===== config.mk =====
export PLATFORM = sky130hd
export DESIGN_NAME = pipeline_stall_ctrl_flat
export DESIGN_NICKNAME = d
export VERILOG_FILES = /design/src/rtl/pipeline_stall_ctrl_pkg.sv /design/src/rtl/pipeline_stall_ctrl_if.sv /design/src/rtl/pipeline_stall_ctrl_mem_port_tracker.sv /design/src/rtl/pipeline_stall_ctrl.sv /design/src/flat_wrapper.sv
export SDC_FILE = /design/constraint.sdc
export NUM_CORES = 1
export LEC_CHECK = 0
export BUFFER_PORTS_ARGS = -buffer_cell sky130_fd_sc_hd__buf_2
export CELL_PAD_IN_SITES_DETAIL_PLACEMENT = 1
export CELL_PAD_IN_SITES_GLOBAL_PLACEMENT = 2
export CORE_MARGIN = 1.5
export CORE_UTILIZATION = 27
export DETAILED_ROUTE_END_ITERATION = 16
export GPL_TIMING_DRIVEN = 0
export HOLD_SLACK_MARGIN = 0.1
export PLACE_DENSITY = 0.83
export SLEW_MARGIN = 20
export SYNTH_ARGS = -nofsm -noshare
export SYNTH_HDL_FRONTEND = slang
export SYNTH_HIERARCHICAL = 1
export SYNTH_SLANG_ARGS = --single-unit

===== constraint.sdc =====
create_clock -name clk -period 2.6 [get_ports clk]
set_input_delay 0.52 -clock clk [delete_from_list [all_inputs] [get_ports clk]]
set_output_delay 0.52 -clock clk [all_outputs]
set_load 0.05 [all_outputs]

===== src/rtl/pipeline_stall_ctrl_pkg.sv =====
// Shared types for the pipeline stall controller: memory-port tracker states and
// the stage-register control word.
package pipeline_stall_ctrl_pkg;

  localparam int unsigned XLEN = 32;

  typedef enum logic {
    IReq,
    IDone
  } imem_state_t;

  typedef enum logic [1:0] {
    DIdle,
    DWait,
    DDone
  } dmem_state_t;

  typedef struct packed {
    logic load_pc;
    logic load_if_id;
    logic load_id_ex;
    logic load_ex_mem;
    logic load_mem_wb;
    logic flush_if_id;
    logic flush_id_ex;
  } stage_ctrl_t;

  localparam stage_ctrl_t CtrlHold   = stage_ctrl_t'(7'b0000000);
  localparam stage_ctrl_t CtrlNormal = stage_ctrl_t'(7'b1111100);
  localparam stage_ctrl_t CtrlFlush  = stage_ctrl_t'(7'b1111111);
  localparam stage_ctrl_t CtrlBubble = stage_ctrl_t'(7'b0011101);

  // The generic tracker runs the three-state FSM; the fetch port only
  // distinguishes "still requesting" from "instruction in hand".
  function automatic imem_state_t to_imem_state(input dmem_state_t s);
    return (s == DDone) ? IDone : IReq;
  endfunction

endpackage


===== src/rtl/pipeline_stall_ctrl_if.sv =====
// Instruction/data memory handshake bundle between the stall controller (master)
// and the caches plus EX/MEM control word (slave).
interface pipeline_stall_ctrl_if;

  logic                                   imem_read_o;
  logic                                   imem_resp_i;
  logic                                   dmem_read_i;
  logic                                   dmem_write_i;
  logic                                   dmem_resp_i;
  logic [pipeline_stall_ctrl_pkg::XLEN-1:0] dmem_rdata_i;
  logic                                   dmem_read_o;
  logic                                   dmem_write_o;
  logic [pipeline_stall_ctrl_pkg::XLEN-1:0] dmem_rdata_o;

  modport master (
    output imem_read_o, dmem_read_o, dmem_write_o, dmem_rdata_o,
    input  imem_resp_i, dmem_read_i, dmem_write_i, dmem_resp_i, dmem_rdata_i
  );

  modport slave (
    input  imem_read_o, dmem_read_o, dmem_write_o, dmem_rdata_o,
    output imem_resp_i, dmem_read_i, dmem_write_i, dmem_resp_i, dmem_rdata_i
  );

endinterface


===== src/rtl/pipeline_stall_ctrl_mem_port_tracker.sv =====
// Outstanding-request tracker for one memory port: IDLE/WAIT/DONE FSM plus an
// optional register that holds response data until the pipeline advances.
module mem_port_tracker
  import pipeline_stall_ctrl_pkg::*;
#(
  parameter bit HoldEn = 1'b1
) (
  input  logic            clk,
  input  logic            rst,
  input  logic            req_i,
  input  logic            resp_i,
  input  logic            advance_i,
  input  logic            keep_i,
  input  logic [XLEN-1:0] rdata_i,
  output dmem_state_t     state_o,
  output logic            ok_o,
  output logic [XLEN-1:0] rdata_o
);

  dmem_state_t     state_q, state_d;
  logic [XLEN-1:0] hold_q;
  logic            resp_acc;

  always_comb begin
    // A response with no outstanding request, or after one was already taken, is dropped.
    resp_acc = resp_i & req_i & (state_q != DDone) & ~rst;
    ok_o     = ~req_i | resp_acc | (state_q == DDone);
    state_o  = state_q;

    state_d = state_q;
    if (advance_i) begin
      state_d = keep_i ? DDone : DIdle;
    end else begin
      unique case (state_q)
        DIdle:   if (req_i) state_d = resp_i ? DDone : DWait;
        DWait:   if (resp_i) state_d = DDone;
        DDone:   state_d = DDone;
        default: state_d = DIdle;
      endcase
    end

    if (!HoldEn || rst) begin
      rdata_o = '0;
    end else begin
      rdata_o = resp_acc ? rdata_i : hold_q;
    end
  end

  always_ff @(posedge clk) begin
    if (rst) begin
      state_q <= DIdle;
      hold_q  <= '0;
    end else begin
      state_q <= state_d;
      if (HoldEn && resp_acc) hold_q <= rdata_i;
    end
  end

endmodule


===== src/rtl/pipeline_stall_ctrl.sv =====
// Pipeline stall controller: advances the stage registers only when both memory
// ports are satisfied, inserts load-use bubbles, flushes on taken branches.
module pipeline_stall_ctrl
  import pipeline_stall_ctrl_pkg::*;
#(
  parameter int unsigned CNT_WIDTH = 32
) (
  input  logic                         clk,
  input  logic                         rst,
  pipeline_stall_ctrl_if.master        mem_if,
  input  logic                         load_use_i,
  input  logic                         br_taken_i,
  output logic                         load_pc_o,
  output logic                         load_if_id_o,
  output logic                         load_id_ex_o,
  output logic                         load_ex_mem_o,
  output logic                         load_mem_wb_o,
  output logic                         flush_if_id_o,
  output logic                         flush_id_ex_o,
  output logic [CNT_WIDTH-1:0]         stall_cnt_o,
  output logic [CNT_WIDTH-1:0]         bubble_cnt_o
);

  dmem_state_t          imem_trk_state, dmem_state;
  imem_state_t          imem_state;
  logic                 imem_ok, dmem_ok, dmem_req, advance;
  logic                 keep_fetch, bubble_inc;
  logic [XLEN-1:0]      imem_rdata_nc;
  stage_ctrl_t          ctrl;
  logic [CNT_WIDTH-1:0] stall_cnt_q, stall_cnt_d, bubble_cnt_q, bubble_cnt_d;

  assign dmem_req   = mem_if.dmem_read_i | mem_if.dmem_write_i;
  assign advance    = imem_ok & dmem_ok & ~rst;
  // A load-use bubble re-presents the same fetched instruction, so the fetch stays done.
  assign keep_fetch = load_use_i & ~br_taken_i;

  mem_port_tracker #(
    .HoldEn (1'b0)
  ) u_imem_trk (
    .clk       (clk),
    .rst       (rst),
    .req_i     (1'b1),
    .resp_i    (mem_if.imem_resp_i),
    .advance_i (advance),
    .keep_i    (keep_fetch),
    .rdata_i   ('0),
    .state_o   (imem_trk_state),
    .ok_o      (imem_ok),
    .rdata_o   (imem_rdata_nc)
  );

  mem_port_tracker #(
    .HoldEn (1'b1)
  ) u_dmem_trk (
    .clk       (clk),
    .rst       (rst),
    .req_i     (dmem_req),
    .resp_i    (mem_if.dmem_resp_i),
    .advance_i (advance),
    .keep_i    (1'b0),
    .rdata_i   (mem_if.dmem_rdata_i),
    .state_o   (dmem_state),
    .ok_o      (dmem_ok),
    .rdata_o   (mem_if.dmem_rdata_o)
  );

  assign imem_state          = to_imem_state(imem_trk_state);
  assign mem_if.imem_read_o  = ~rst & (imem_state == IReq);
  assign mem_if.dmem_read_o  = ~rst & mem_if.dmem_read_i & (dmem_state != DDone);
  assign mem_if.dmem_write_o = ~rst & mem_if.dmem_write_i & (dmem_state != DDone);

  always_comb begin
    ctrl       = CtrlHold;
    bubble_inc = 1'b0;
    if (advance) begin
      if (br_taken_i) begin
        ctrl = CtrlFlush;
      end else if (load_use_i) begin
        ctrl       = CtrlBubble;
        bubble_inc = 1'b1;
      end else begin
        ctrl = CtrlNormal;
      end
    end
  end

  assign load_pc_o     = ctrl.load_pc;
  assign load_if_id_o  = ctrl.load_if_id;
  assign load_id_ex_o  = ctrl.load_id_ex;
  assign load_ex_mem_o = ctrl.load_ex_mem;
  assign load_mem_wb_o = ctrl.load_mem_wb;
  assign flush_if_id_o = ctrl.flush_if_id;
  assign flush_id_ex_o = ctrl.flush_id_ex;

  // Saturating performance counters.
  always_comb begin
    stall_cnt_d  = stall_cnt_q;
    bubble_cnt_d = bubble_cnt_q;
    if (!advance && (stall_cnt_q != '1)) stall_cnt_d = stall_cnt_q + 1'b1;
    if (bubble_inc && (bubble_cnt_q != '1)) bubble_cnt_d = bubble_cnt_q + 1'b1;
  end

  always_ff @(posedge clk) begin
    if (rst) begin
      stall_cnt_q  <= '0;
      bubble_cnt_q <= '0;
    end else begin
      stall_cnt_q  <= stall_cnt_d;
      bubble_cnt_q <= bubble_cnt_d;
    end
  end

  assign stall_cnt_o  = stall_cnt_q;
  assign bubble_cnt_o = bubble_cnt_q;

endmodule


===== src/flat_wrapper.sv =====
// flat-port wrapper written by rule: the top's interface ports become plain ports
module pipeline_stall_ctrl_flat import pipeline_stall_ctrl_pkg::*;
#(
  parameter int unsigned CNT_WIDTH = 32
)
  (clk, rst, load_use_i, br_taken_i, load_pc_o, load_if_id_o, load_id_ex_o, load_ex_mem_o, load_mem_wb_o, flush_if_id_o, flush_id_ex_o, stall_cnt_o, bubble_cnt_o, mem_if_imem_read_o, mem_if_dmem_read_o, mem_if_dmem_write_o, mem_if_dmem_rdata_o, mem_if_imem_resp_i, mem_if_dmem_read_i, mem_if_dmem_write_i, mem_if_dmem_resp_i, mem_if_dmem_rdata_i);
  pipeline_stall_ctrl_if mem_if_i ();
  input  logic clk;
  input  logic rst;
  input  logic load_use_i;
  input  logic br_taken_i;
  output logic load_pc_o;
  output logic load_if_id_o;
  output logic load_id_ex_o;
  output logic load_ex_mem_o;
  output logic load_mem_wb_o;
  output logic flush_if_id_o;
  output logic flush_id_ex_o;
  output logic [CNT_WIDTH-1:0] stall_cnt_o;
  output logic [CNT_WIDTH-1:0] bubble_cnt_o;
  output wire logic [$bits(mem_if_i.imem_read_o)-1:0] mem_if_imem_read_o;
  output wire logic [$bits(mem_if_i.dmem_read_o)-1:0] mem_if_dmem_read_o;
  output wire logic [$bits(mem_if_i.dmem_write_o)-1:0] mem_if_dmem_write_o;
  output wire logic [$bits(mem_if_i.dmem_rdata_o)-1:0] mem_if_dmem_rdata_o;
  input wire logic [$bits(mem_if_i.imem_resp_i)-1:0] mem_if_imem_resp_i;
  input wire logic [$bits(mem_if_i.dmem_read_i)-1:0] mem_if_dmem_read_i;
  input wire logic [$bits(mem_if_i.dmem_write_i)-1:0] mem_if_dmem_write_i;
  input wire logic [$bits(mem_if_i.dmem_resp_i)-1:0] mem_if_dmem_resp_i;
  input wire logic [$bits(mem_if_i.dmem_rdata_i)-1:0] mem_if_dmem_rdata_i;
  assign mem_if_imem_read_o = mem_if_i.imem_read_o;
  assign mem_if_dmem_read_o = mem_if_i.dmem_read_o;
  assign mem_if_dmem_write_o = mem_if_i.dmem_write_o;
  assign mem_if_dmem_rdata_o = mem_if_i.dmem_rdata_o;
  assign mem_if_i.imem_resp_i = mem_if_imem_resp_i;
  assign mem_if_i.dmem_read_i = mem_if_dmem_read_i;
  assign mem_if_i.dmem_write_i = mem_if_dmem_write_i;
  assign mem_if_i.dmem_resp_i = mem_if_dmem_resp_i;
  assign mem_if_i.dmem_rdata_i = mem_if_dmem_rdata_i;
  pipeline_stall_ctrl #(.CNT_WIDTH(CNT_WIDTH)) u_core (.clk(clk), .rst(rst), .mem_if(mem_if_i), .load_use_i(load_use_i), .br_taken_i(br_taken_i), .load_pc_o(load_pc_o), .load_if_id_o(load_if_id_o), .load_id_ex_o(load_id_ex_o), .load_ex_mem_o(load_ex_mem_o), .load_mem_wb_o(load_mem_wb_o), .flush_if_id_o(flush_if_id_o), .flush_id_ex_o(flush_id_ex_o), .stall_cnt_o(stall_cnt_o), .bubble_cnt_o(bubble_cnt_o));
endmodule

==> results.txt <==
Result of the run -> finished clean
Port-buffer cells -> 145
Initial cell density of the core -> 27.6%
Total power -> 4.12 mW
H-Tree Level Count -> 3
Number of slew-limit violations in the final report -> 0
NetSw -> 1.24 mW
CP Capture Type -> flop
Headroom to the max-slew limit -> 50.6%
Final antenna diode count -> 0
Via Count -> 5029
IR Drop Worst-Case VDD -> 387 µV
Final weighted congestion in routability-driven placement -> 0.744
Horizontal extent of the die -> 139 µm
Register-to-Register Path Depth -> 7
Worst hold path class -> input port to flop
Kind of start point of the critical path -> input port
Setup skew after layout -> 12.0 ps
Post-Syn Instances -> 586
Net switching fraction of the power -> 30.0%
Average via count per standard cell -> 5.09
Number of cells on the worst hold path -> 3
Area Overhead vs Synth -> 35.8%
Max clock buf depth -> 2
Total of warnings raised by yosys -> 6
Initial antenna violation count -> 0
Post-layout instance count excluding filler cells -> 988
Leakage Power -> 2.63 nW
Number of optimization iterations in the first detailed-route pass -> 4
Startpoint of the tightest hold check path -> mem_if_dmem_rdata_i[17]
Overflow left after global routing -> 0
Drc violations -> 0
Minimum clock period after layout -> 2510 ps
Average detailed-routed wire length per instance -> 16.3 µm
Clock buffer count from CTS -> 9
Die H -> 139 µm
Pint -> 2.89 mW
ANT nets after route -> 0
Hold Crit Endpoint -> u_core/u_dmem_trk/hold_q[17]$_DFF_P_
Area of the die -> 19300 µm²
Hold Vio Cnt, Final -> 0
Transition time at the pin with the least slew margin -> 736 ps
Path type of the worst setup path -> input port to flop
Netlist area before placement -> 4980 µm²
Share of total power in combinational logic -> 21.2%
Required time worst endpoint -> 2840 ps
Highest attainable clock frequency -> 398 MHz
Clock-pin slew of the registers on the worst-case setup and hold paths -> 70 ps
Clk sink count -> 100
Iteration-0 DRC count of the detailed router -> 251
Sequential cell fraction of total power -> 40.2%
Final Instance Area -> 6770 µm²
Post-Synthesis Mean Instance Area -> 8.50 µm²
Tcrit/Tclk final -> 96.5%
Total wire length after detailed routing -> 16100 µm
Data arrival time of the critical path -> 2750 ps
Wire length of the first global-routing pass -> 25900 µm
Top-level port count -> 146
Final count of negative-setup-slack endpoints -> 0
Placed Area -> 6000 µm²
Area inside the core boundary -> 18000 µm²
RSZ-0062 raised after global routing -> true
Layout net count -> 804
Capture point of the worst reg-to-reg path -> u_core/bubble_cnt_o[8]$_SDFFE_PP0P_
Maximum net fanout on the critical path -> 13
RR Startpoint -> u_core/bubble_cnt_o[20]$_SDFFE_PP0P_
Clock Power Share -> 38.6%
Largest net degree at the start of global routing -> 25
Reported max-cap violation count -> 0
Share of layout cells above drive strength 1 -> 31.4%
Clock latency of the later-clocked register in the worst-skew pair -> 350 ps
Rows -> 49
Power per cell area -> 609 nW/µm²
Global router's overall resource usage -> 16.3%
Detailed-placement wirelength estimate -> 11700 µm
R2r setup slk -> 120 ps
Number of global-route vias before repair -> 4855
Clock tree from TritonCTS -> yes
Root buffer cell -> clkbuf_16
Placed Cells -> 961
timing repair:
| item | CTS | global route |
|---|---|---|
| hold endpoints to repair | 0 | 0 |
| cloned | 1 | 1 |
| hold buffers | 0 | 0 |
| pin swaps | 3 | 3 |
| resized for setup | 42 | 92 |
| setup endpoints to repair | 86 | 48 |
| setup buffers | 6 | 3 |
per-stage QoR:
step	hold WS (ps)	TNS (ps)	util [%]	setup WS, ps
after floorplan	592	-9170	-	-330
after global placement	456	-25610	33.3	-826
final	401	0	37.5	90.1
after global routing	402	-31.6	37.5	-17.8
after CTS	386	0	36.2	1.73
after detailed placement	466	-28120	33.3	-862
power groups by stage:
stage,Combinational [mW],Clock (mW),Sequential [mW]
2_1_floorplan,0.527,0,1.71
3_3_place_gp,0.750,0,1.69
3_5_place_dp,0.755,0,1.69
4_1_cts,0.808,1.64,1.66
5_1_grt,0.938,1.70,1.67
6_report,0.875,1.59,1.66
area by class of cell:
class	instances	area (µm²)
buffer	30	221
clock buffer	11	243
clock inverter	5	106
fill	2181	11300
inverter	15	61.3
multi-input combinational	442	2840
sequential	100	2010
tap	229	287
timing repair buffer	156	998
flip-flops by register name, summed over array words and instances, names as in the netlist:
signal                     count
u_core/stall_cnt_o            32
u_core/bubble_cnt_o           32
u_core/u_dmem_trk/state_o      2
u_core/u_imem_trk/state_o      2
u_core/u_dmem_trk/hold_q      32
worst max-delay path: stages:
cell and delay [ps]:
buf_8 130, buf_8 140, clkbuf_8 160, nand2b_1 160, nand3b_1 140, nand3b_4 140, inv_6 120, nand4_4 170
a31o_4 260, or4b_1 490, mux2_1 320
worst max-delay path by stage:
stage	start	endpoint	slack [ps]	cells after the start
3_3_place_gp	rst	u_core/stall_cnt_o[26]$_SDFFE_PP0P_	-830	12
2_1_floorplan	mem_if_dmem_read_i	mem_if_dmem_rdata_o[10]	-330	5
5_1_grt	u_core/u_dmem_trk/state_o[0]$_SDFFE_PP0P_	mem_if_dmem_rdata_o[14]	-20	8
4_1_cts	u_core/u_dmem_trk/state_o[0]$_SDFFE_PP0P_	mem_if_dmem_rdata_o[20]	2	8
3_5_place_dp	rst	u_core/stall_cnt_o[26]$_SDFFE_PP0P_	-860	12
6_report	rst	u_core/bubble_cnt_o[31]$_SDFFE_PP0P_	90	11
routing by layer:
metal | global-route usage, % | routed length, µm | vias up | part of all wire, %
met5 | 0 | 0 | - | 0
met4 | 4.71 | 178 | 0 | 1.1
met3 | 2.90 | 690 | 11 | 4.3
met2 | 26.5 | 7450 | 119 | 46
met1 | 22.2 | 7740 | 2430 | 48
li1 | - | - | 2469 | -
layout by cell type (no fill, tap or decap), drive strengths merged, types with 4 or more instances in the layout:
master and n:
nor2 33, mux2 6, xnor2 13, nand3 18, nand4 20, clkbuf 25, dfxtp 100, a21o 4
o41ai 4, a21oi 42, buf 172, a211oi 6, a311oi 5, a2111oi 6, and4 7, or3 22
o21ai 55, a31o 4, nor4 6, nand2 66, nand2b 38, nor3 7, o31ai 11, or4 12
ha 10, nand3b 5, and2 4, nor2b 6, inv 16
Note: power is estimated with default switching activity, not from simulation.
